File: src/rtl/sram_bus_arbiter_pkg.sv
// Shared types for the IF/MEM SRAM arbiter: FSM states, owner encoding and
// the per-access request record captured at grant time.
package sram_bus_arbiter_pkg;

  localparam int REG_W = 32;
  localparam int BE_W  = 4;
  localparam logic [REG_W-1:0] ZERO_WORD = '0;

  typedef enum logic [1:0] {
    ARB_IDLE   = 2'd0,
    ARB_SETUP  = 2'd1,
    ARB_ACCESS = 2'd2,
    ARB_HOLD   = 2'd3
  } arb_state_e;

  typedef enum logic {
    OWN_IF  = 1'b0,
    OWN_MEM = 1'b1
  } owner_e;

  typedef struct packed {
    owner_e           owner;
    logic             we;
    logic [BE_W-1:0]  be_n;
    logic [REG_W-1:0] wdata;
  } arb_req_t;

endpackage

File: src/rtl/sram_bus_arbiter_if.sv
// Requester-side handshakes and SRAM pin bundle; signal suffixes are seen
// from the arbiter (slave) side.
interface sram_bus_arbiter_if #(parameter int SRAM_AW = 20);
  logic               if_ce_i;
  logic [31:0]        if_addr_i;
  logic [31:0]        if_data_o;
  logic               if_ready_o;
  logic               mem_ce_i;
  logic               mem_we_i;
  logic [31:0]        mem_addr_i;
  logic [3:0]         mem_sel_i;
  logic [31:0]        mem_data_i;
  logic [31:0]        mem_data_o;
  logic               mem_ready_o;
  logic               stallreq_o;
  logic [SRAM_AW-1:0] sram_addr_o;
  logic [31:0]        sram_wdata_o;
  logic [31:0]        sram_rdata_i;
  logic               sram_ce_n_o;
  logic               sram_oe_n_o;
  logic               sram_we_n_o;
  logic [3:0]         sram_be_n_o;
  logic               sram_dout_en_o;

  modport slave (
    input  if_ce_i, if_addr_i, mem_ce_i, mem_we_i, mem_addr_i, mem_sel_i,
           mem_data_i, sram_rdata_i,
    output if_data_o, if_ready_o, mem_data_o, mem_ready_o, stallreq_o,
           sram_addr_o, sram_wdata_o, sram_ce_n_o, sram_oe_n_o, sram_we_n_o,
           sram_be_n_o, sram_dout_en_o
  );

  modport master (
    output if_ce_i, if_addr_i, mem_ce_i, mem_we_i, mem_addr_i, mem_sel_i,
           mem_data_i, sram_rdata_i,
    input  if_data_o, if_ready_o, mem_data_o, mem_ready_o, stallreq_o,
           sram_addr_o, sram_wdata_o, sram_ce_n_o, sram_oe_n_o, sram_we_n_o,
           sram_be_n_o, sram_dout_en_o
  );
endinterface

File: src/rtl/sram_bus_arbiter.sv
// Two-requester arbiter for one async SRAM. Each access runs
// SETUP -> ACCESS (WAIT_CYCLES) -> HOLD; MEM has fixed priority over IF.
module sram_bus_arbiter
  import sram_bus_arbiter_pkg::*;
#(
  parameter int WAIT_CYCLES = 1,
  parameter int SRAM_AW     = 20
) (
  input  logic clk,
  input  logic rst,
  sram_bus_arbiter_if.slave bus
);

  arb_state_e         state_q, state_d;
  logic [2:0]         cnt_q, cnt_d;
  arb_req_t           req_q, req_d;
  logic [SRAM_AW-1:0] addr_q, addr_d;
  logic [REG_W-1:0]   if_data_q, if_data_d;
  logic [REG_W-1:0]   mem_data_q, mem_data_d;

  logic               mem_req, if_req;
  arb_req_t           grant_req;
  logic [SRAM_AW-1:0] grant_addr;

  // In HOLD the current owner still has ce high while seeing ready; mask it
  // so it is not granted a second time.
  assign mem_req = bus.mem_ce_i & ~(state_q == ARB_HOLD && req_q.owner == OWN_MEM);
  assign if_req  = bus.if_ce_i  & ~(state_q == ARB_HOLD && req_q.owner == OWN_IF);

  always_comb begin
    grant_req  = req_q;
    grant_addr = bus.if_addr_i[SRAM_AW+1:2];
    if (mem_req) begin
      grant_req.owner = OWN_MEM;
      grant_req.we    = bus.mem_we_i;
      grant_req.be_n  = bus.mem_we_i ? ~bus.mem_sel_i : 4'b0000;
      grant_req.wdata = bus.mem_data_i;
      grant_addr      = bus.mem_addr_i[SRAM_AW+1:2];
    end else begin
      grant_req.owner = OWN_IF;
      grant_req.we    = 1'b0;
      grant_req.be_n  = 4'b0000;
    end
  end

  always_comb begin
    state_d    = state_q;
    cnt_d      = cnt_q;
    req_d      = req_q;
    addr_d     = addr_q;
    if_data_d  = if_data_q;
    mem_data_d = mem_data_q;
    case (state_q)
      ARB_IDLE, ARB_HOLD: begin
        state_d = ARB_IDLE;
        if (mem_req || if_req) begin
          state_d = ARB_SETUP;
          req_d   = grant_req;
          addr_d  = grant_addr;
        end
      end
      ARB_SETUP: begin
        state_d = ARB_ACCESS;
        cnt_d   = 3'(WAIT_CYCLES - 1);
      end
      ARB_ACCESS: begin
        if (cnt_q == 3'd0) begin
          state_d = ARB_HOLD;
          if (!req_q.we) begin
            if (req_q.owner == OWN_MEM) mem_data_d = bus.sram_rdata_i;
            else                        if_data_d  = bus.sram_rdata_i;
          end
        end else begin
          cnt_d = cnt_q - 3'd1;
        end
      end
      default: state_d = ARB_IDLE;
    endcase
  end

  always_ff @(posedge clk) begin
    if (rst) begin
      state_q    <= ARB_IDLE;
      cnt_q      <= '0;
      req_q      <= '{owner: OWN_IF, we: 1'b0, be_n: 4'b1111, wdata: ZERO_WORD};
      addr_q     <= '0;
      if_data_q  <= ZERO_WORD;
      mem_data_q <= ZERO_WORD;
    end else begin
      state_q    <= state_d;
      cnt_q      <= cnt_d;
      req_q      <= req_d;
      addr_q     <= addr_d;
      if_data_q  <= if_data_d;
      mem_data_q <= mem_data_d;
    end
  end

  logic busy;
  assign busy = (state_q != ARB_IDLE);

  assign bus.sram_ce_n_o    = ~busy;
  assign bus.sram_oe_n_o    = ~(state_q == ARB_ACCESS && !req_q.we);
  assign bus.sram_we_n_o    = ~(state_q == ARB_ACCESS &&  req_q.we);
  assign bus.sram_be_n_o    = busy ? req_q.be_n : 4'b1111;
  assign bus.sram_dout_en_o = busy & req_q.we;
  assign bus.sram_addr_o    = addr_q;
  assign bus.sram_wdata_o   = req_q.wdata;

  assign bus.if_ready_o  = (state_q == ARB_HOLD) && (req_q.owner == OWN_IF);
  assign bus.mem_ready_o = (state_q == ARB_HOLD) && (req_q.owner == OWN_MEM);
  assign bus.if_data_o   = if_data_q;
  assign bus.mem_data_o  = mem_data_q;
  assign bus.stallreq_o  = (bus.mem_ce_i & ~bus.mem_ready_o) |
                           (bus.if_ce_i  & ~bus.if_ready_o);

  // Byte-offset and above-window address bits are intentionally dropped.
  logic unused_addr_bits;
  assign unused_addr_bits = ^{bus.if_addr_i[31:SRAM_AW+2], bus.if_addr_i[1:0],
                              bus.mem_addr_i[31:SRAM_AW+2], bus.mem_addr_i[1:0]};

endmodule

File: src/flat_wrapper.sv
// flat-port wrapper written by rule: the top's interface ports become plain ports
module sram_bus_arbiter_flat import sram_bus_arbiter_pkg::*;
#(
  parameter int WAIT_CYCLES = 1,
  parameter int SRAM_AW     = 20
)
  (clk, rst, bus_if_ce_i, bus_if_addr_i, bus_mem_ce_i, bus_mem_we_i, bus_mem_addr_i, bus_mem_sel_i, bus_mem_data_i, bus_sram_rdata_i, bus_if_data_o, bus_if_ready_o, bus_mem_data_o, bus_mem_ready_o, bus_stallreq_o, bus_sram_addr_o, bus_sram_wdata_o, bus_sram_ce_n_o, bus_sram_oe_n_o, bus_sram_we_n_o, bus_sram_be_n_o, bus_sram_dout_en_o);
  sram_bus_arbiter_if #(.SRAM_AW(SRAM_AW)) bus_i ();
  input  logic clk;
  input  logic rst;
  input wire logic [$bits(bus_i.if_ce_i)-1:0] bus_if_ce_i;
  input wire logic [$bits(bus_i.if_addr_i)-1:0] bus_if_addr_i;
  input wire logic [$bits(bus_i.mem_ce_i)-1:0] bus_mem_ce_i;
  input wire logic [$bits(bus_i.mem_we_i)-1:0] bus_mem_we_i;
  input wire logic [$bits(bus_i.mem_addr_i)-1:0] bus_mem_addr_i;
  input wire logic [$bits(bus_i.mem_sel_i)-1:0] bus_mem_sel_i;
  input wire logic [$bits(bus_i.mem_data_i)-1:0] bus_mem_data_i;
  input wire logic [$bits(bus_i.sram_rdata_i)-1:0] bus_sram_rdata_i;
  output wire logic [$bits(bus_i.if_data_o)-1:0] bus_if_data_o;
  output wire logic [$bits(bus_i.if_ready_o)-1:0] bus_if_ready_o;
  output wire logic [$bits(bus_i.mem_data_o)-1:0] bus_mem_data_o;
  output wire logic [$bits(bus_i.mem_ready_o)-1:0] bus_mem_ready_o;
  output wire logic [$bits(bus_i.stallreq_o)-1:0] bus_stallreq_o;
  output wire logic [$bits(bus_i.sram_addr_o)-1:0] bus_sram_addr_o;
  output wire logic [$bits(bus_i.sram_wdata_o)-1:0] bus_sram_wdata_o;
  output wire logic [$bits(bus_i.sram_ce_n_o)-1:0] bus_sram_ce_n_o;
  output wire logic [$bits(bus_i.sram_oe_n_o)-1:0] bus_sram_oe_n_o;
  output wire logic [$bits(bus_i.sram_we_n_o)-1:0] bus_sram_we_n_o;
  output wire logic [$bits(bus_i.sram_be_n_o)-1:0] bus_sram_be_n_o;
  output wire logic [$bits(bus_i.sram_dout_en_o)-1:0] bus_sram_dout_en_o;
  assign bus_i.if_ce_i = bus_if_ce_i;
  assign bus_i.if_addr_i = bus_if_addr_i;
  assign bus_i.mem_ce_i = bus_mem_ce_i;
  assign bus_i.mem_we_i = bus_mem_we_i;
  assign bus_i.mem_addr_i = bus_mem_addr_i;
  assign bus_i.mem_sel_i = bus_mem_sel_i;
  assign bus_i.mem_data_i = bus_mem_data_i;
  assign bus_i.sram_rdata_i = bus_sram_rdata_i;
  assign bus_if_data_o = bus_i.if_data_o;
  assign bus_if_ready_o = bus_i.if_ready_o;
  assign bus_mem_data_o = bus_i.mem_data_o;
  assign bus_mem_ready_o = bus_i.mem_ready_o;
  assign bus_stallreq_o = bus_i.stallreq_o;
  assign bus_sram_addr_o = bus_i.sram_addr_o;
  assign bus_sram_wdata_o = bus_i.sram_wdata_o;
  assign bus_sram_ce_n_o = bus_i.sram_ce_n_o;
  assign bus_sram_oe_n_o = bus_i.sram_oe_n_o;
  assign bus_sram_we_n_o = bus_i.sram_we_n_o;
  assign bus_sram_be_n_o = bus_i.sram_be_n_o;
  assign bus_sram_dout_en_o = bus_i.sram_dout_en_o;
  sram_bus_arbiter #(.WAIT_CYCLES(WAIT_CYCLES), .SRAM_AW(SRAM_AW)) u_core (.clk(clk), .rst(rst), .bus(bus_i));
endmodule
File: config.mk
export PLATFORM = sky130hd
export DESIGN_NAME = sram_bus_arbiter_flat
export DESIGN_NICKNAME = d
export VERILOG_FILES = /design/src/rtl/sram_bus_arbiter_pkg.sv /design/src/rtl/sram_bus_arbiter_if.sv /design/src/rtl/sram_bus_arbiter.sv /design/src/flat_wrapper.sv
export SDC_FILE = /design/constraint.sdc
export NUM_CORES = 1
export LEC_CHECK = 0
export ABC_AREA = 1
export ABC_CLOCK_PERIOD_IN_PS = 1400
export CORE_UTILIZATION = 36
export CTS_CLUSTER_DIAMETER = 40
export DETAILED_ROUTE_END_ITERATION = 10
export PLACE_DENSITY = 0.76
export SLEW_MARGIN = 20
export SYNTH_ARGS = -nofsm -noshare
export SYNTH_HDL_FRONTEND = slang
export SYNTH_SLANG_ARGS = --single-unit
File: constraint.sdc
create_clock -name clk -period 1.4 [get_ports clk]
set_input_delay 0.28 -clock clk [delete_from_list [all_inputs] [get_ports clk]]
set_output_delay 0.28 -clock clk [all_outputs]
set_load 0.005 [all_outputs]
==> summary.md <==
| Metric | Value |
|---|---|
| Crit Path Category | flop to flop |
| Syn nets | approximately 870 |
| Power consumption | 0.0190 W |
| Worst Path Max Fanout | 7 |
| Failing checks | negative setup slack |
| HPWL after detailed placement | 10.5 mm |
| Clock Path Buffers | 2 |
| First-pass GRT wire length | around 28 mm |
| First drt pass iteration count | 4 |
| Hold depth | 3 |
| Worst r2r path cells | 10 |
| Die W | roughly 120 um |
| Clock share of power | 23.1% |
| Nets | about 1,100 |
| Leak | 4.69 nW |
| RR Endpoint | u_core.bus.if_data_o[21]$_SDFFE_PP0P_ |
| Seq cells post-synth | around 130 |
| Cts bufs inserted | 17 |
| Slew Limit Fails | 0 |
| TritonCTS clock tree | built |
| Area grow syn2layout | 90.7% |
| Initial antenna violation count | 0 |
| Final std cells w/o fill | ~1,200 |
| Dpl cells | 1,110 |
| Setup crit start kind | flop |
| Clock net sink count | ~130 |
| Syn Area/Cell | 7.24 sq um |
| Placed cell area | a little under 8000 sq um |
| Arr. time, crit path | 2.04 ns |
| Total Routed Length | between 15 and 20 mm |
| Maxcap violations | 0 |
| R2R Setup Slk | -0.30 ns |
| Starting Density | between 30% and 40% |
| CP required | roughly 1.7 ns |
| Share of cells above drive strength 1 | around a third |
| Cells after Synth | 726 |
| Grt ovf | 0 |
| Pint | between 0.01 and 0.015 W |
| Sequential fraction of the synthesis area | roughly half |
| Min-delay worst type | input port to flop |
| Setup ws final | -0.305 ns |
| Htree depth | 4 |
| Critical Path Sink Type | flop |
| Hold wc startpoint | bus_mem_data_i[0] |
| Placer Congestion | ~0.75 |
| RSZ-0062 raised after global routing | yes |
| Clock skew | 0.0139 ns |
| Status | finished, violations left |
| PortBufs | between 200 and 250 |
| Tightest Pin Transition | 0.288 ns |
| # setup viols final | about 140 |
| Synthesis Warnings | 0 |
| Global-route usage over all layers | between 20% and 30% |
| Netlist cell types | 20 |
| Fmax | approximately 600 MHz |
| Slew margin rel. | just over 80% |
| Placement Setup Slack | -0.325 ns |
| Combinational fraction of design power | roughly half |
| Clock transition at the registers of the reported paths | about 0.06 ns |
| Initial DRC Count | 203 |
| Max rail drop VDD | about 0.00093 V |
| Clock latency on the worst-skew pair | around 0.42 ns |
| Crit path time final | between 1.5 and 2 ns |
| Fin area | about 10,000 sq um |
| Min-Delay Endpoint | u_core.bus.sram_wdata_o[0]$_SDFFE_PP0P_ |
| Vias in the first global route | between 5,000 and 6,000 |
| Reg2reg start | u_core.state_q[0]$_SDFFE_PP0P_ |
| Wire per inst | approximately 16 um |
| Core area | between 10,000 and 15,000 sq um |
| N_diodes | 0 |
| Clock root cell | clkbuf_16 |
| Die area | about 15,000 sq um |
| Switching Fraction | 34.9% |
| Die height | approximately 120 um |
| Final Cycle Share | 122% |
| Pwr/cell area | 1900 nW/um^2 |
| Post-route antenna net violation count | 0 |
| Sequential share of power | 28.2% |
| Vias | about 5,600 |
| Psw | around 0.0066 W |
| Drt drc | 0 |
| Vias/cell | 4.74 |
| Largest net degree at the start of global routing | 64 |
| Cell area after synthesis | 5260 sq um |
| Row Count | 43 |
| Final Hold Vio Count | 0 |
| # IOs | between 200 and 300 |
power by group through the flow:
stage	logic (W)	clock network, W	registers [W]
global route	0.00992	0.00463	0.00549
floorplan	0.00327	0	0.00532
finish	0.00924	0.00440	0.00537
CTS	0.00811	0.00447	0.00527
global placement	0.00631	0	0.00527
detailed placement	0.00640	0	0.00530
final cells by class:
class	count	area (sq um)
timing repair buffer	313	3440
clock buffer	20	437
multi-input combinational	484	3040
fill	1004	4020
tap	180	225
clock inverter	11	141
sequential	127	2550
inverter	43	191
sequential cells by signal, summed over array words and instances, names as in the netlist:
register / cells
u_core.bus.if_data_o: 32
u_core.bus.mem_data_o: 32
u_core.bus.sram_addr_o: 20
u_core.bus.sram_wdata_o: 32
u_core.cnt_q: 3
u_core.req_q: 6
u_core.state_q: 2
how the worst max path moves through the flow:
stage | end | startpoint | slack, ns
2_1_floorplan | u_core.bus.sram_addr_o[14]$_SDFFE_PP0P_ | u_core.state_q[1]$_SDFFE_PP0P_ | -0.04
6_report | u_core.bus.if_data_o[21]$_SDFFE_PP0P_ | u_core.state_q[0]$_SDFFE_PP0P_ | -0.30
5_1_grt | u_core.bus.mem_data_o[6]$_SDFFE_PP0P_ | u_core.state_q[0]$_SDFFE_PP0P_ | -0.37
3_3_place_gp | bus_stallreq_o | bus_mem_ce_i | -0.31
3_5_place_dp | bus_stallreq_o | bus_mem_ce_i | -0.33
4_1_cts | u_core.bus.sram_wdata_o[22]$_SDFFE_PP0P_ | u_core.state_q[1]$_SDFFE_PP0P_ | -0.29
metrics by stage:
step / setup TNS, ns / hold WS (ns) / util (%)
after floorplan: -0.425 / 0.349 / -
after global placement: -26.14 / 0.447 / 55.8
after detailed placement: -29.98 / 0.454 / 55.8
after CTS: -30.91 / 0.417 / 67.2
after global routing: -35.64 / 0.438 / 71.4
final: -25.07 / 0.444 / 71.4
routing by layer:
metal,routed length [um],global-route usage [%]
met2,10100,41.5
met1,7340,26.8
met3,1490,9.01
met4,441,9.07
met5,0,0
cell usage in the layout, fill, tap and decap left out, types with 4 or more instances in the layout:
| cell | count |
|---|---|
| buf_12 | 20 |
| inv_1 | 32 |
| o21ai_0 | 32 |
| clkdlybuf4s50_1 | 113 |
| clkbuf_16 | 21 |
| nand2_4 | 35 |
| dlygate4sd2_1 | 115 |
| nor2_4 | 35 |
| or2_4 | 4 |
| nand2_1 | 52 |
| nor2_1 | 127 |
| ha_4 | 4 |
| nor2_2 | 73 |
| o21ai_1 | 48 |
| clkinv_2 | 4 |
| buf_4 | 11 |
| inv_2 | 6 |
| o21ai_2 | 19 |
| nand2_2 | 39 |
| nand3_2 | 4 |
| dfxtp_1 | 124 |
| buf_8 | 7 |
| buf_6 | 31 |
| buf_16 | 9 |
Yosys cell counts:
library cell	count	share of area (%)
a21oi_1	6	0.57
a31oi_1	1	0.12
buf_2	18	1.7
buf_4	32	4.6
buf_6	4	0.86
clkbuf_1	18	1.3
dfxtp_1	127	48
ha_1	5	1.2
inv_1	39	2.8
inv_2	4	0.29
nand2_1	110	7.9
nand2_2	17	2.0
nand3_1	4	0.38
nor2_1	224	16
nor2_2	10	1.2
nor2_4	1	0.21
nor3_4	2	0.62
o21ai_0	68	6.5
o21ai_1	32	3.0
or2_2	4	0.48
timing repair:
action | 4_1_cts | 5_1_grt
endpoints found under the setup margin | 253 | 136
hold buffers | 0 | 0
hold endpoints to repair | 0 | 0
pin swaps | 70 | 76
gates cloned | 11 | 5
buffers inserted | 24 | 6
gates resized for setup | 371 | 186
critical path, cell delays in order, from the launching register on:
cell and delay, ns:
dfxtp_4 0.36, inv_4 0.07, ha_4 0.13, buf_6 0.10, buf_6 0.09, nand2_4 0.06
nor3_4 0.19, buf_6 0.20, buf_12 0.14, o21ai_0 0.09, nor2_1 0.18
cell families after synthesis:
kind of cell	share of synthesized area (%)
AO/OA/AOI/OAI	10.2
adder cells (fa/ha/maj)	1.19
buffers and inverters	11.5
flip-flops	48.4
AND/OR/NAND/NOR	28.7
(Power assumes the default switching activity.)
